--- src/rtl/mux8_rr_scheduler_if.sv ---
// Handshake bundle between the eight requesters/consumer and mux8_rr_scheduler.
// Carries chan_mask only when MUX_SCHED_MASK_EN is defined.
interface mux8_rr_scheduler_if #(
  parameter int DW = 1
);
  logic [7:0]      req;
  logic [8*DW-1:0] data_in;
  logic            out_ready;
  logic [2:0]      sel;
  logic [DW-1:0]   out_data;
  logic            out_valid;
  logic [7:0]      ack;
  logic            busy;
`ifdef MUX_SCHED_MASK_EN
  logic [7:0]      chan_mask;

  modport master (
    output req, data_in, out_ready, chan_mask,
    input  sel, out_data, out_valid, ack, busy
  );

  modport slave (
    input  req, data_in, out_ready, chan_mask,
    output sel, out_data, out_valid, ack, busy
  );
`else
  modport master (
    output req, data_in, out_ready,
    input  sel, out_data, out_valid, ack, busy
  );

  modport slave (
    input  req, data_in, out_ready,
    output sel, out_data, out_valid, ack, busy
  );
`endif
endinterface

--- src/rtl/mux8_rr_scheduler.sv ---
// Round-robin scheduler sharing one 8:1 mux among eight requesters, valid/ready output.
// Optional per-channel eligibility mask enabled by defining MUX_SCHED_MASK_EN.
module mux8_rr_scheduler #(
  parameter int DW = 1
) (
  input  logic                 clk,
  input  logic                 rst_n,
  mux8_rr_scheduler_if.slave   bus
);

  typedef enum logic {
    IDLE  = 1'b0,
    GRANT = 1'b1
  } state_t;

  state_t          state;
  logic [2:0]      ptr;
  logic [2:0]      sel_q;
  logic [DW-1:0]   data_q;
  logic            valid_q;
  logic            busy_q;

  logic [7:0]      elig;
  logic [15:0]     elig_dbl;
  logic [7:0]      elig_rot;
  logic [2:0]      winner;
  logic [DW-1:0]   win_data;
  logic [7:0]      ack_c;

  // Index of the lowest set bit; only meaningful when v is non-zero.
  function automatic logic [2:0] first_set(input logic [7:0] v);
    logic [2:0] idx;
    idx = '0;
    for (int i = 7; i >= 0; i--) begin
      if (v[i]) idx = 3'(i);
    end
    return idx;
  endfunction

`ifdef MUX_SCHED_MASK_EN
  assign elig = bus.req & ~bus.chan_mask;
`else
  assign elig = bus.req;
`endif

  // Rotate so bit 0 is channel ptr; the winner offset then wraps naturally in 3 bits.
  assign elig_dbl = {elig, elig};
  assign elig_rot = 8'(elig_dbl >> ptr);
  assign winner   = ptr + first_set(elig_rot);

  always_comb begin
    win_data = '0;
    for (int i = 0; i < 8; i++) begin
      if (winner == 3'(i)) win_data = bus.data_in[i*DW +: DW];
    end
  end

  always_ff @(posedge clk or negedge rst_n) begin
    if (!rst_n) begin
      state   <= IDLE;
      ptr     <= '0;
      sel_q   <= '0;
      data_q  <= '0;
      valid_q <= 1'b0;
      busy_q  <= 1'b0;
    end else begin
      case (state)
        IDLE: begin
          if (|elig) begin
            sel_q   <= winner;
            data_q  <= win_data;
            valid_q <= 1'b1;
            busy_q  <= 1'b1;
            state   <= GRANT;
          end
        end
        GRANT: begin
          // Captured data is held regardless of req/data_in until the consumer takes it.
          if (bus.out_ready) begin
            valid_q <= 1'b0;
            busy_q  <= 1'b0;
            ptr     <= sel_q + 3'd1;
            state   <= IDLE;
          end
        end
        default: state <= IDLE;
      endcase
    end
  end

  always_comb begin
    ack_c = '0;
    if (busy_q && bus.out_ready) ack_c[sel_q] = 1'b1;
  end

  assign bus.sel       = sel_q;
  assign bus.out_data  = data_q;
  assign bus.out_valid = valid_q;
  assign bus.busy      = busy_q;
  assign bus.ack       = ack_c;

endmodule

--- src/flat_wrapper.sv ---
// flat-port wrapper written by rule: the top's interface ports become plain ports
module mux8_rr_scheduler_flat 
#(
  parameter int DW = 1
)
  (clk, rst_n, bus_req, bus_data_in, bus_out_ready, bus_sel, bus_out_data, bus_out_valid, bus_ack, bus_busy);
  mux8_rr_scheduler_if #(.DW(DW)) bus_i ();
  input  logic clk;
  input  logic rst_n;
  input wire logic [$bits(bus_i.req)-1:0] bus_req;
  input wire logic [$bits(bus_i.data_in)-1:0] bus_data_in;
  input wire logic [$bits(bus_i.out_ready)-1:0] bus_out_ready;
  output wire logic [$bits(bus_i.sel)-1:0] bus_sel;
  output wire logic [$bits(bus_i.out_data)-1:0] bus_out_data;
  output wire logic [$bits(bus_i.out_valid)-1:0] bus_out_valid;
  output wire logic [$bits(bus_i.ack)-1:0] bus_ack;
  output wire logic [$bits(bus_i.busy)-1:0] bus_busy;
  assign bus_i.req = bus_req;
  assign bus_i.data_in = bus_data_in;
  assign bus_i.out_ready = bus_out_ready;
  assign bus_sel = bus_i.sel;
  assign bus_out_data = bus_i.out_data;
  assign bus_out_valid = bus_i.out_valid;
  assign bus_ack = bus_i.ack;
  assign bus_busy = bus_i.busy;
  mux8_rr_scheduler #(.DW(DW)) u_core (.clk(clk), .rst_n(rst_n), .bus(bus_i));
endmodule
--- config.mk ---
export PLATFORM = sky130hd
export DESIGN_NAME = mux8_rr_scheduler_flat
export DESIGN_NICKNAME = d
export VERILOG_FILES = /design/src/rtl/mux8_rr_scheduler_if.sv /design/src/rtl/mux8_rr_scheduler.sv /design/src/flat_wrapper.sv
export SDC_FILE = /design/constraint.sdc
export NUM_CORES = 1
export LEC_CHECK = 0
export BUFFER_PORTS_ARGS = -buffer_cell sky130_fd_sc_hd__buf_2
export CAP_MARGIN = 20
export CORE_ASPECT_RATIO = 0.9
export CORE_MARGIN = 4
export CORE_UTILIZATION = 45
export DETAILED_ROUTE_END_ITERATION = 6
export GPL_TIMING_DRIVEN = 0
export PLACE_DENSITY_LB_ADDON = 0.05
export SLEW_MARGIN = 20
export SYNTH_ARGS = -nofsm -noshare
export SYNTH_HDL_FRONTEND = slang
export SYNTH_SLANG_ARGS = --single-unit
--- constraint.sdc ---
create_clock -name clk -period 5.4 [get_ports clk]
set_clock_uncertainty 0.15 [all_clocks]
set_input_delay 1.35 -clock clk [delete_from_list [all_inputs] [get_ports clk]]
set_output_delay 1.35 -clock clk [all_outputs]
set_load 0.005 [all_outputs]
==> reports/qor.csv <==
metric,value,unit
status,"complete, no violations",
first-pass GRT wire length,4980,um
largest net degree at the start of global routing,11,
unrepaired setup endpoints after global routing,no,
predominant post-synthesis flop cell,dfrtp_1,
Total Routing Usage GR,0.204,
Layout area overhead,20.2,%
Setup TNS,0,ns
worst-margin pin slew,0.878,ns
family with the most delay on the worst path,compound AO/OA/AOI/OAI gates,
area of the multi-input gates,808,um2
routability cong.,0.869,
# Max-Cap Violations,0,
Max rail drop VDD,0.384,mV
worst-path cell chain,buf_2 > mux4_2 > o21ai_0 > a21oi_1 > a2111oi_2 > o22ai_1 > a211oi_1 > a21o_1 > ha_1 > inv_1 > fa_1 > o21ai_0 > a21o_1 > a21oi_1 > or4b_1 > a31oi_1,
layout cell share with drive strength beyond 1,0.283,
H-tree Lvls,1,
clock latency on the worst-skew pair,0.26,ns
Mapped Nets,159,
placed cell area,0.00128,mm2
Core Area,0.00224,mm2
type of origin of the critical path,input port,
YS warnings,0,
critical path required time,5.43,ns
CTS buffer count,3,
Buf/Inv on CP,2,
HPWL after DPL,2400,um
Fin. Hold Viols,0,
Sink Count,9,
Max-slew headroom,0.411,
R2R setup slack,1.28,ns
DRT antenna net count,0,
Root Driver,clkbuf_4,
final worst-path cycle share,0.878,
Netlist cell types,41,
WL/cell,14.8,um
critical path peak fanout,6,
pwr dens,525,mW/mm2
fill cell count,226,
CP endpoint kind,flop,
arrival time at the worst endpoint,4.77,ns
Avg Inst Size Synth,7.95,um2
min Tclk post-route,4.74,ns
CTS tree,yes,
Final nets,196,
Yosys top cell area share,0.207,
fmax,0.211,GHz
die width,59.8,um
Ant. Diodes,0,
DRT Wirelength,2950,um
ranking of synthesized cells by area,"dfrtp_1 21%, mux4_2 10%, nand2_1 7.9%, nor2_1 4.8%, mux2i_1 3.7%",
post-route cell area,0.00131,mm2
Port Buf Inserts,32,
die height,54.7,um
clock buffer depth,2,
Setup CP Type,in -> reg,
Worst path slowest cell,or4b_1,
Post-Syn Area,0.00109,mm2
Synth Instances,137,
static leakage,0.598,nW
drt pass-1 iters,4,
Starting Density,0.485,
vias in the first global route,1115,
Ports,33,
die area,0.00327,mm2
Slew Limit Fails,0,
DR DRC count,0,
GR Overflow Total,0,
"EDFF count, synth",0,
1st-iter DRT viols,69,
"CTS clk-pin slew, worst paths",0.06,ns
"FFs w/ async S/R, synth",1.00,
Seq cells post-synth,9,
Final Util,0.584,
final setup violation count,0,
Critical Path Max Stage Delay,0.52,ns
Hold Buf Count CTS,0,
Post-CTS Setup Inserts,0,
initial antenna violation count,0,
Core Rows,16,
CTS resizes,0,
DR vias/cell,6.07,
sequential element share of the synthesized area,0.207,
worst hold path class,reg -> reg,
Synth area leader,dfrtp_1,
via count,1214,
sequential cell area,225,um2
[power breakdown]
part	switching, mW	total [mW]	internal (mW)
clock	0.0228	0.0513	0.0284
combinational	0.267	0.506	0.239
sequential	0.0344	0.129	0.0946
[synthesized netlist by cell type (all sizes together), types with 4 or more instances]
master	count
a21o	4
nor3	8
nor2	14
inv	4
buf	4
nand2b	6
mux4	5
o21ai	5
dfrtp	9
a21oi	5
a211oi	4
nand2	23
mux2i	4
[final timing paths]
kind                                 startpoint                   end  cells past startpoint
hold / removal             u_core.bus.out_valid  u_core.bus.out_valid                      2
setup reg to reg                  u_core.ptr[0]   u_core.bus.out_data                     16
min in group asynchronous                 rst_n         u_core.ptr[0]                      1
hold reg to reg            u_core.bus.out_valid  u_core.bus.out_valid                      2
max in group asynchronous                 rst_n     u_core.bus.sel[0]                      1
setup / recovery                     bus_req[0]   u_core.bus.out_data                     16
[flip-flops by register name, summed over array words and instances (netlist names)]
register / cells
u_core.bus.out_data: 1
u_core.bus.out_valid: 1
u_core.bus.sel: 3
u_core.ptr: 3
u_core.state: 1
[layer usage]
layer	share of wire	track usage
met5	0	0
met4	0.0041	0.0443
met3	0.071	0.0425
met2	0.46	0.320
met1	0.46	0.288
[area by class of cell]
class / count / area share
multi-input cells: 117 / 0.618
flip-flops and latches: 9 / 0.172
well taps: 27 / 0.0258
clock buffers: 4 / 0.0201
plain buffers: 7 / 0.0306
repair buffers: 32 / 0.122
inverters: 4 / 0.0115
[tightest hold or removal path: stages, from the launching register on]
cell	delay (ns)
dfrtp_1	0.39
nand2_1	0.07
nand2_1	0.06
[placed cells by master (no fill, tap or decap), types with 5 or more instances in the layout]
cell type	instances
dfrtp_1	9
buf_2	34
o21ai_0	5
nor2_1	14
a21oi_1	5
nor3_1	8
mux4_2	5
nand2b_1	6
nand2_1	23
[kinds of logic (layout without fill, tap and decap cells)]
family,Yosys count,in the layout,share of synthesized area
simple gates,66,66,0.291
compound gates,36,36,0.241
mux,11,11,0.161
buf+inv,11,47,0.0506
flops,9,9,0.207
fa+ha+maj,3,3,0.0414
xor+xnor,1,1,0.00805
[metrics by stage]
step	power, mW	hold WS [ns]	worst slack, ns	std cells
6_report	0.687	0.407	0.660	200
5_1_grt	0.755	0.434	0.474	200
4_1_cts	0.687	0.411	0.715	200
3_5_place_dp	0.634	0.398	0.458	196
3_3_place_gp	0.622	0.388	0.501	196
2_1_floorplan	0.510	0.359	0.871	137
Power figures use the tool's default switching activity.
